File: src/rtl/aclk_keypad_scanner.sv
// 4x3 matrix keypad scanner: column scan, per-frame decode and press/release
// debounce producing a registered key code with a one-clock press strobe.
module aclk_keypad_scanner #(
   parameter int unsigned SCAN_DIV       = 16,
   parameter int unsigned DEBOUNCE_SCANS = 4,
   parameter logic [3:0]  NOKEY          = 4'd10
) (
   input  logic       clock,
   input  logic       reset,
   input  logic [3:0] row,
   output logic [2:0] col,
   output logic [3:0] key,
   output logic       key_strobe
);

   localparam int unsigned      DIV_W      = (SCAN_DIV > 1) ? $clog2(SCAN_DIV) : 1;
   localparam logic [DIV_W-1:0] DIV_LAST   = DIV_W'(SCAN_DIV - 1);
   localparam logic [3:0]       DEB_TARGET = 4'(DEBOUNCE_SCANS);

   typedef enum logic [1:0] {IDLE, PRESS_CHK, PRESSED, REL_CHK} state_t;

   logic [3:0]       row_s1, row_s2;
   logic [DIV_W-1:0] div;
   logic [1:0]       col_sel;
   logic [2:0]       col_next;
   logic [11:0]      frame_mask, col_hits, mask_now;
   logic             sample, frame_end;
   logic [3:0]       n_down, hit_idx, frame_code;

   state_t     state, state_n;
   logic [3:0] cand, cand_n, cnt, cnt_n, cnt_inc, key_n;
   logic       strobe_n;

   assign sample    = (div == DIV_LAST);
   assign frame_end = sample && (col_sel == 2'd2);

   always_comb begin
      case (col_sel)
         2'd0:    col_next = 3'b101;
         2'd1:    col_next = 3'b011;
         default: col_next = 3'b110;
      endcase
   end

   // Keys seen in the currently driven column; bit index is row*3+column
   always_comb begin
      col_hits = '0;
      for (int r = 0; r < 4; r++) begin
         case (col_sel)
            2'd0:    col_hits[r*3]   = ~row_s2[r];
            2'd1:    col_hits[r*3+1] = ~row_s2[r];
            default: col_hits[r*3+2] = ~row_s2[r];
         endcase
      end
   end

   assign mask_now = frame_mask | col_hits;

   // Exactly one key down, and it must be a digit (not * or #)
   always_comb begin
      n_down  = 4'd0;
      hit_idx = 4'd0;
      for (int i = 0; i < 12; i++) begin
         if (mask_now[i]) begin
            n_down  = 4'(n_down + 4'd1);
            hit_idx = 4'(i);
         end
      end
      frame_code = NOKEY;
      if (n_down == 4'd1) begin
         if (hit_idx < 4'd9)        frame_code = 4'(hit_idx + 4'd1);
         else if (hit_idx == 4'd10) frame_code = 4'd0;
      end
   end

   always_ff @(posedge clock) begin
      if (!reset) begin
         row_s1     <= 4'b1111;
         row_s2     <= 4'b1111;
         div        <= '0;
         col_sel    <= 2'd0;
         col        <= 3'b110;
         frame_mask <= '0;
      end else begin
         row_s1 <= row;
         row_s2 <= row_s1;
         if (sample) begin
            div        <= '0;
            col_sel    <= (col_sel == 2'd2) ? 2'd0 : 2'(col_sel + 2'd1);
            col        <= col_next;
            frame_mask <= frame_end ? 12'd0 : mask_now;
         end else begin
            div <= div + DIV_W'(1);
         end
      end
   end

   always_ff @(posedge clock) begin
      if (!reset) begin
         state      <= IDLE;
         cand       <= NOKEY;
         cnt        <= 4'd0;
         key        <= NOKEY;
         key_strobe <= 1'b0;
      end else begin
         state      <= state_n;
         cand       <= cand_n;
         cnt        <= cnt_n;
         key        <= key_n;
         key_strobe <= strobe_n;
      end
   end

   // Debounce decisions happen only once per frame
   always_comb begin
      state_n  = state;
      cand_n   = cand;
      cnt_n    = cnt;
      key_n    = key;
      strobe_n = 1'b0;
      cnt_inc  = 4'(cnt + 4'd1);
      if (frame_end) begin
         case (state)
            IDLE: begin
               if (frame_code != NOKEY) begin
                  cand_n = frame_code;
                  if (DEB_TARGET == 4'd1) begin
                     state_n  = PRESSED;
                     cnt_n    = 4'd0;
                     key_n    = frame_code;
                     strobe_n = 1'b1;
                  end else begin
                     state_n = PRESS_CHK;
                     cnt_n   = 4'd1;
                  end
               end
            end
            PRESS_CHK: begin
               if (frame_code == cand) begin
                  if (cnt_inc == DEB_TARGET) begin
                     state_n  = PRESSED;
                     cnt_n    = 4'd0;
                     key_n    = cand;
                     strobe_n = 1'b1;
                  end else begin
                     cnt_n = cnt_inc;
                  end
               end else begin
                  state_n = IDLE;
                  cnt_n   = 4'd0;
               end
            end
            PRESSED: begin
               if (frame_code != cand) begin
                  if (DEB_TARGET == 4'd1) begin
                     state_n = IDLE;
                     cnt_n   = 4'd0;
                     key_n   = NOKEY;
                  end else begin
                     state_n = REL_CHK;
                     cnt_n   = 4'd1;
                  end
               end
            end
            REL_CHK: begin
               if (frame_code != cand) begin
                  if (cnt_inc == DEB_TARGET) begin
                     state_n = IDLE;
                     cnt_n   = 4'd0;
                     key_n   = NOKEY;
                  end else begin
                     cnt_n = cnt_inc;
                  end
               end else begin
                  state_n = PRESSED;
                  cnt_n   = 4'd0;
               end
            end
            default: begin
               state_n = IDLE;
               cnt_n   = 4'd0;
               key_n   = NOKEY;
            end
         endcase
      end
   end

endmodule

File: config.mk
export PLATFORM = sky130hd
export DESIGN_NAME = aclk_keypad_scanner
export DESIGN_NICKNAME = d
export VERILOG_FILES = /design/src/rtl/aclk_keypad_scanner.sv
export SDC_FILE = /design/constraint.sdc
export NUM_CORES = 1
export LEC_CHECK = 0
export BUFFER_PORTS_ARGS = -buffer_cell sky130_fd_sc_hd__buf_2
export CORE_UTILIZATION = 55
export CTS_BUF_LIST = sky130_fd_sc_hd__clkbuf_8
export DETAILED_ROUTE_END_ITERATION = 10
export GPL_TIMING_DRIVEN = 0
export HOLD_SLACK_MARGIN = 0.03
export MAX_ROUTING_LAYER = met4
export PLACE_DENSITY_LB_ADDON = 0.3
export SLEW_MARGIN = 10
export SYNTH_ARGS = -nofsm -noshare
export SYNTH_HDL_FRONTEND = slang
export SYNTH_SLANG_ARGS = --single-unit
File: constraint.sdc
create_clock -name clock -period 16.76 [get_ports clock]
set_input_delay 3.352 -clock clock [delete_from_list [all_inputs] [get_ports clock]]
set_output_delay 3.352 -clock clock [all_outputs]
set_load 0.02 [all_outputs]
==> metrics.md, run 1 <==
| Metric | Value |
|---|---|
| Status | completed |
| DRT iter0 DRCs | 177 |
| Placed Area | 3710 µm² |
| Commonest non-fill, non-tap cells in the layout | nor2_1, dfxtp_1, nand2_1, o21ai_0, a21oi_1 |
| Num rows | 28 |
| Num CTS Buffers | 5 |
| Clock transition at path regs | 90 ps |
| Slew Limit Fails | 0 |
| Post-synthesis cell type count | 68 |
| Ys Warns | 0 |
| Vias | 3299 |
| Crit path buffers/inverters | 5 |
| Final hold violations | 0 |
| Antenna diode count | 0 |
| # port buffers | 13 |
| Clk root buf | clkbuf_8 |
| First-pass GRT wire length | 13600 µm |
| Crit path required time | 16950 ps |
| Drt via density | 6.06 |
| Hold Buf Count CTS | 0 |
| Synth Net Count | 470 |
| Drt drc | 0 |
| Max_cap viols | 0 |
| Post-route cell area | 3830 µm² |
| H-tree depth | 2 |
| Core ar. | 6060 µm² |
| # nets final | 490 |
| CP delay by family, top | adder cells |
| Cell mode on critical path | ha_1 |
| Final setup TNS | 0 ps |
| Post-CTS Setup Inserts | 0 |
| Post_cts resized | 0 |
| Initial Util | 58.6% |
| Mapped Avg Cell Area | 7.92 µm² |
| EDFF count, synth | 0 |
| Initial antenna violation count | 0 |
| RSZ-0062 raised after global routing | false |
| #FFs+latches synth | 44 |
| Layout cells sized above 1 | 10.4% |
| Setup crit end kind | flip-flop |
| Startpoint Class | flip-flop |
| Slew @ Worst Pin | 584 ps |
| Largest family of logic cells by synthesized area | simple AND/OR/NAND/NOR gates |
| Die area | 6780 µm² |
| GRT Util Overall | 26.3% |
| Adder-Cell Fraction of Synth Area | 5.64% |
| Synthesized instance count | 448 |
| DRT antenna net count | 0 |
| DRT Wirelength | 8140 µm |
| Kind of critical path | flip-flop to flip-flop |
| Clock latency on the worst-skew pair | 300 ps |
| DR WL/cell | 15.0 µm |
| Synth Flop Type | dfxtp_1 |
| Slowest stage delay, CP | 410 ps |
| Slew HR | 60.7% |
| Post-Synth Simple-Gate Area | 28.8% |
| CP max FO | 10 |
| Xor-xnor portion of the synthesized cell area | 8.53% |
| 1st-pass router iterations | 5 |
| # setup viols final | 0 |
| Largest net degree at the start of global routing | 15 |
| Critical-path top delay cell | mux2i_1 |
| Post-detail-place hpwl | 6090 µm |
| Cell Area, Synth | 3550 µm² |
| Period Utilization, post-route | 55.9% |
| Hold crit path type | flip-flop to flip-flop |
| Die width | 82.3 µm |
| Multiplexer share of the synthesized area | 4.23% |
| CTS tree | built |
| Clk_skew | 11.5 ps |
| Clk sink count | 44 |
| FMAX | 107 MHz |
| Commonest non-fill, non-tap cell in the layout | nor2_1 |
| Vias in the first global route | 2898 |
| Power density over the cells | 59.0 nW/µm² |
| Congestion Overflow GR | 0 |
| Area Overhead vs Synth | 7.90% |
| Synth Area in Compound Gates | 23.3% |
| Die span in y | 82.3 µm |
| Worst vdd ir | 0.0681 mV |
| CTS Buffer Depth | 2 |
| Async SR Flop Fraction | 0% |
| Ports | 14 |
| CP arrival | 9560 ps |
| Crit path time final | 9360 ps |
| Routability cong. | 0.843 |
| Sequential area share after synthesis | 24.8% |
| Leak | 1.66 nW |
per-stage QoR:
| stage | std cells | worst slack (ps) | utilization, % | hold WS, ps | total power [mW] |
|---|---|---|---|---|---|
| global placement | 536 | 7750 | 61.2 | 388 | 0.141 |
| CTS | 544 | 7430 | 63.2 | 412 | 0.227 |
| global route | 544 | 6790 | 63.2 | 431 | 0.236 |
| finish | 544 | 7400 | 63.2 | 410 | 0.226 |
| floorplan | 448 | 8610 | - | 386 | 0.136 |
| detailed placement | 536 | 7490 | 61.2 | 392 | 0.143 |
registers in the layout, summed over array words and instances (netlist names), named ones only:
name        cells
cand            4
cnt             4
col             3
col_sel         2
div             4
frame_mask     12
key             4
key_strobe      1
row_s1          4
row_s2          4
state           1
synthesized netlist by cell type, drive strengths merged, types with 7 or more instances:
| library cell | n | area share (%) |
|---|---|---|
| ha | 16 | 5.6 |
| xnor2 | 12 | 3.0 |
| a21o | 8 | 1.7 |
| nand2 | 32 | 3.4 |
| and2 | 11 | 1.9 |
| nor2b | 15 | 2.6 |
| nand2b | 15 | 2.6 |
| xor2 | 10 | 3.0 |
| nor3 | 19 | 2.7 |
| clkbuf | 18 | 1.9 |
| dfxtp | 44 | 25 |
| nand3 | 12 | 1.7 |
| inv | 13 | 1.4 |
| or2 | 7 | 1.2 |
| nor2 | 45 | 4.8 |
| mux2i | 9 | 2.5 |
| a21oi | 20 | 2.8 |
| and3 | 11 | 1.9 |
| o21ai | 31 | 4.4 |
worst register-to-register path, delay by kind of cell, from the launching register on:
kind	cells	cell delay, ps
fa+ha+maj	9	2590
compound gates	13	2530
simple gates	13	1950
mux	3	1030
buf+inv	5	820
flops	1	320
per-layer routing:
metal	track usage [%]	vias up	share of wire [%]
met1	35.8	1540	48
met3	2.75	15	4.1
met2	40.7	87	46
met5	-	-	0
li1	-	1657	-
met4	8.60	0	1.8
kinds of logic (layout without fill, tap and decap cells):
family | after synthesis | count (layout)
adder cells (fa/ha/maj) | 16 | 16
flip-flops | 44 | 44
XOR/XNOR | 26 | 26
buffers and inverters | 37 | 58
multiplexers | 14 | 14
AND/OR/NAND/NOR | 192 | 192
AO/OA/AOI/OAI | 119 | 119
power breakdown:
part           internal, mW  leakage [nW]  switching [mW]  total, mW
clock network        0.0487        0.0614          0.0363     0.0850
logic                0.0147          1.24          0.0189     0.0336
registers             0.106         0.357         0.00120      0.107
total                 0.169          1.66          0.0565      0.226
path summary, 6_finish.rpt:
kind                                 start        end  slack [ps]  cells past startpoint
worst max-delay path            col_sel[1]     cnt[1]        7400                     43
worst min-delay path             row_s1[2]  row_s2[2]         410                      1
worst max register to register  col_sel[1]     cnt[1]        7400                     43
worst min register to register   row_s1[2]  row_s2[2]         410                      1
layout make-up:
| class | instances | area, µm² |
|---|---|---|
| Sequential cell | 44 | 881 |
| Timing Repair Buffer | 13 | 65.1 |
| Inverter | 13 | 48.8 |
| Buffer | 24 | 115 |
| Multi-Input combinational cell | 367 | 2500 |
| Clock inverter | 2 | 38.8 |
| Tap cell | 75 | 93.8 |
| Clock buffer | 6 | 82.6 |
| Fill cell | 526 | 2230 |
Power figures use the tool's default switching activity.
==> inputs of run 2 (changes only) <==
==> constraint.sdc (replaced) <==
create_clock -name clock -period 9.5 [get_ports clock]
set_input_delay 1.9 -clock clock [delete_from_list [all_inputs] [get_ports clock]]
set_output_delay 1.9 -clock clock [all_outputs]
set_load 0.02 [all_outputs]
==> run 2 against run 1 <==
Net effect: global-route usage unchanged; count of clock-buffer cells in the layout unchanged; final area up 0.82%; sequential cell count unchanged; final cell count up 0.37%; largest power group unchanged; highest routed layer unchanged.
==> metrics.md, run 2 (synthesis gave the netlist of run 1 again) <==
| Metric | Value |
|---|---|
| Status | completed |
| Clk_skew | 8.43 ps |
| Clk root buf | clkbuf_8 |
| GRT Util Overall | 26.3% |
| Hold Path End | row_s2[3] |
| # port buffers | 13 |
| Vias | 3301 |
| Worst hold path startpoint | row_s1[3] |
| RSZ-0062 raised after global routing | false |
| Ports | 14 |
| Slew Limit Fails | 0 |
| Setup crit end kind | flip-flop |
| Num CTS Buffers | 5 |
| Startpoint Class | flip-flop |
| DR WL/cell | 15.0 µm |
| CP max FO | 10 |
| Largest Register | frame_mask |
| Die width | 82.3 µm |
| Power density over the cells | 105 nW/µm² |
| Period Utilization, post-route | 93.8% |
| Clock latency on the worst-skew pair | 300 ps |
| Slew HR | 61.1% |
| Largest net degree at the start of global routing | 15 |
| Area Overhead vs Synth | 8.78% |
| Initial Util | 58.6% |
| Final hold violations | 0 |
| Max reg flops | 12 |
| Crit path time final | 8910 ps |
| Commonest non-fill, non-tap cell in the layout | nor2_1 |
| Congestion Overflow GR | 0 |
| Num rows | 28 |
| Die span in y | 82.3 µm |
| Drt via density | 6.05 |
| # nets final | 492 |
| DRT Wirelength | 8200 µm |
| Initial antenna violation count | 0 |
| Leak | 1.67 nW |
| Clk sink count | 44 |
| Core ar. | 6060 µm² |
| # setup viols final | 0 |
| Final hold slack | 409 ps |
| CTS tree | built |
| Drt drc | 0 |
| Post-detail-place hpwl | 6090 µm |
| DRT iter0 DRCs | 198 |
| Final setup TNS | 0 ps |
| CTS Buffer Depth | 2 |
| Worst r2r src | col_sel[1] |
| Slew @ Worst Pin | 578 ps |
| FMAX | 112 MHz |
| Slowest stage delay, CP | 420 ps |
| Fillers | 519 |
| DRT antenna net count | 0 |
| CP arrival | 9110 ps |
| Clock transition at path regs | 90 ps |
| Hold Path Depth | 1 |
| Worst vdd ir | 0.121 mV |
| Worst r2r dst | cnt[1] |
| Vias in the first global route | 2898 |
| Crit path required time | 9690 ps |
| Critical-path top delay cell | ha_2 |
| Die area | 6780 µm² |
| Antenna diode count | 0 |
| Layout cells sized above 1 | 11.9% |
| R2R depth | 42 |
| First-pass GRT wire length | 13600 µm |
| R2R Setup Slk | 590 ps |
| Cell mode on critical path | ha_1 |
| H-tree depth | 2 |
| Max_cap viols | 0 |
| Kind of critical path | flip-flop to flip-flop |
| 1st-pass router iterations | 5 |
| Commonest non-fill, non-tap cells in the layout | nor2_1, dfxtp_1, nand2_1, o21ai_0, a21oi_1 |
| Routability cong. | 0.843 |
| Total power | 404 µW |
| Hold crit path type | flip-flop to flip-flop |
-- run 2: changes by cell type in the layout (fill, tap and decap cells not counted), sizes merged --
| cell | change |
|---|---|
| buf | +3 |
| clkbuf | -1 |
-- run 2: layer usage --
metal  vias to the layer above  routed length, µm  share of wire [%]  track usage, %
li1                       1652                  -                  -               -
met1                      1576               4000                 49            35.8
met2                        62               3830                 47            40.7
met3                        11                250                3.1            2.75
met4                         0                121                1.5            8.60
met5                         -                  0                  0               -
-- run 2: area by class of cell --
type	count	area (µm²)	share of cell area [%]
plain buffers	23	111	2.88
clock buffers	6	82.6	2.14
clock inverters	2	38.8	1.00
inverters	13	48.8	1.26
multi-input cells	367	2520	65.2
flip-flops and latches	44	881	22.8
well taps	75	93.8	2.43
repair buffers	16	87.6	2.27
-- run 2: worst max path at each step --
| stage | end | cells past startpoint | startpoint | slack [ps] |
|---|---|---|---|---|
| 2_1_floorplan | cnt[1] | 43 | col_sel[1] | 1350 |
| 3_3_place_gp | cnt[1] | 43 | col_sel[1] | 490 |
| 3_5_place_dp | cnt[1] | 43 | col_sel[1] | 230 |
| 4_1_cts | cnt[1] | 43 | col_sel[1] | 170 |
| 5_1_grt | cnt[1] | 43 | col_sel[1] | 60 |
| 6_report | cnt[1] | 42 | col_sel[1] | 590 |
-- run 2: stage by stage --
| step | worst slack, ps | instances | utilization [%] | cell area, µm² |
|---|---|---|---|---|
| global route | 59.3 | 546 | 63.7 | 3860 |
| CTS | 174 | 544 | 63.2 | 3830 |
| finish | 586 | 546 | 63.7 | 3860 |
| floorplan | 1350 | 448 | - | 3550 |
| global placement | 486 | 536 | 61.2 | 3710 |
| detailed placement | 230 | 536 | 61.2 | 3710 |
-- run 2: report_power, final --
part           switching [mW]  total [mW]  internal [mW]  leakage, nW
sequential            0.00209       0.189          0.187        0.357
combinational          0.0349      0.0645         0.0296         1.25
clock                  0.0641       0.150         0.0860       0.0614
total                   0.101       0.404          0.302         1.67
-- run 2: critical path, delay by kind of cell, from the launching register on --
kind                     cells  cell delay (ps)
AO/OA/AOI/OAI               13             2480
multiplexers                 3              920
adder cells (fa/ha/maj)      9             2690
flip-flops                   1              320
AND/OR/NAND/NOR             13             1870
buffers and inverters        4              540
-- run 2: timing repair --
action | 4_1_cts | 5_1_grt
setup endpoints to repair | 0 | 15
buffers inserted | 0 | 3
hold buffers | 0 | 0
resized for setup | 0 | 4
==> inputs of run 3 (changes only) <==
--- a/config.mk
+++ b/config.mk
@@ -6,6 +6,7 @@
 export NUM_CORES = 1
 export LEC_CHECK = 0
 export BUFFER_PORTS_ARGS = -buffer_cell sky130_fd_sc_hd__buf_2
+export CORE_MARGIN = 3
 export CORE_UTILIZATION = 55
 export CTS_BUF_LIST = sky130_fd_sc_hd__clkbuf_8
 export DETAILED_ROUTE_END_ITERATION = 10
==> run 3 against run 2 <==
Net effect: hold slack got worse by 6.9 ps; sequential share of layout area rose by 0.13 points; total power fell by 2.8%; final cell count fell by 0.18%; non-clock buffer count fell by 1; first-iteration DRC count rose by 13%; critical path type unchanged; highest routed layer unchanged.
==> metrics.md, run 3 (synthesis gave the netlist of run 1 again) <==
| Metric | Value |
|---|---|
| Status | completed |
| Die width | 86.3 µm |
| Drt via density | 6.12 |
| H-tree depth | 2 |
| Worst vdd ir | 0.123 mV |
| Slew Limit Fails | 0 |
| DRT Wirelength | 8440 µm |
| Final core occ | 63.0% |
| Die area | 7450 µm² |
| Vias | 3336 |
| Commonest non-fill, non-tap cell in the layout | nor2_1 |
| Final setup TNS | 0 ps |
| 1st-pass router iterations | 7 |
| CP delay by family, top | compound AO/OA/AOI/OAI gates |
| Setup crit end kind | flip-flop |
| Post-route cell area | 3840 µm² |
| Crit path required time | 9740 ps |
| Placed Area | 3710 µm² |
| Clk sink count | 44 |
| Vias in the first global route | 3182 |
| Period Utilization, post-route | 93.4% |
| Layout cells sized above 1 | 11.5% |
| Slew HR | 59.4% |
| Max_cap viols | 0 |
| # nets final | 491 |
| CP arrival | 9110 ps |
| Num CTS Buffers | 5 |
| GRT Util Overall | 24.2% |
| Core ar. | 6100 µm² |
| RSZ-0062 raised after global routing | false |
| Leak | 1.66 nW |
| Largest Register | frame_mask |
| Drt drc | 0 |
| Largest net degree at the start of global routing | 14 |
| Num rows | 28 |
| Slew @ Worst Pin | 607 ps |
| Fin cells | 545 |
| Commonest non-fill, non-tap cells in the layout | nor2_1, dfxtp_1, nand2_1, o21ai_0, a21oi_1 |
| First-pass GRT wire length | 14600 µm |
| CTS tree | built |
| Initial antenna violation count | 0 |
| Hold crit path type | flip-flop to flip-flop |
| Clk root buf | clkbuf_8 |
| Clk_skew | 11.6 ps |
| DR WL/cell | 15.5 µm |
| DRT antenna net count | 0 |
| Crit path buffers/inverters | 4 |
| Worst hold path startpoint | row_s1[3] |
| # setup viols final | 0 |
| CP max FO | 10 |
| Die span in y | 86.3 µm |
| Routability cong. | 0.901 |
| # port buffers | 13 |
| Slowest stage delay, CP | 430 ps |
| CTS Buffer Depth | 2 |
| Power density over the cells | 102 nW/µm² |
| Worst r2r src | col_sel[1] |
| Area Overhead vs Synth | 8.18% |
| Antenna diode count | 0 |
| Final hold violations | 0 |
| Post-detail-place hpwl | 6370 µm |
| Initial Util | 58.2% |
| Max reg flops | 12 |
| Kind of critical path | flip-flop to flip-flop |
| Critical-path top delay cell | ha_2 |
| FMAX | 113 MHz |
| Cell mode on critical path | ha_1 |
| Ports | 14 |
| Clock latency on the worst-skew pair | 300 ps |
| Crit path from | col_sel[1] |
| Final hold slack | 402 ps |
| Crit path time final | 8880 ps |
| Startpoint Class | flip-flop |
| Congestion Overflow GR | 0 |
| # placed instances | 536 |
| DRT iter0 DRCs | 224 |
| Clock transition at path regs | 80 ps |
## run 3: area by class of cell
type	count	area [µm²]
Buffer	23	111
Clock buffer	5	68.8
Clock inverter	3	38.8
Fill cell	570	2260
Inverter	13	48.8
Multi-Input combinational cell	367	2520
Sequential cell	44	881
Tap cell	75	93.8
Timing Repair Buffer	15	80.1
## run 3: worst paths after layout
path	to	slack, ps	depth (start not counted)
worst min register to register	row_s2[3]	400	1
worst max register to register	cnt[1]	620	43
worst min-delay path	row_s2[3]	400	1
worst max-delay path	cnt[1]	620	43
## run 3: where the power goes
group | switching, mW | internal, mW | leakage (nW)
Clock | 0.0637 | 0.0770 | 0.0593
Combinational | 0.0342 | 0.0285 | 1.25
Sequential | 0.00200 | 0.187 | 0.357
Total | 0.0999 | 0.292 | 1.66
## run 3: timing repair
action	in CTS	in global routing
resized for setup	0	5
setup endpoints to repair	0	15
setup buffers	0	2
hold buffers	0	0
## run 3: worst reg2reg max path, delay by kind of cell (launching register included)
family / cells / cell delay (ps)
flops: 1 / 310
mux: 2 / 560
simple gates: 13 / 1860
fa+ha+maj: 9 / 2660
compound gates: 15 / 2800
buf+inv: 4 / 610
## run 3: metrics by stage
stage               setup WS [ps]  power (mW)
finish                        625       0.392
global route                 32.0       0.406
CTS                           223       0.390
detailed placement            259       0.252
global placement              480       0.249
floorplan                    1350       0.240
## run 3: per-layer routing
layer | up-vias | part of all wire, % | GRT usage, %
met5 | - | 0 | -
met1 | 1565 | 48 | 32.1
met3 | 15 | 4.4 | 2.57
met4 | 0 | 1.7 | 6.80
li1 | 1656 | - | -
met2 | 100 | 46 | 39.0
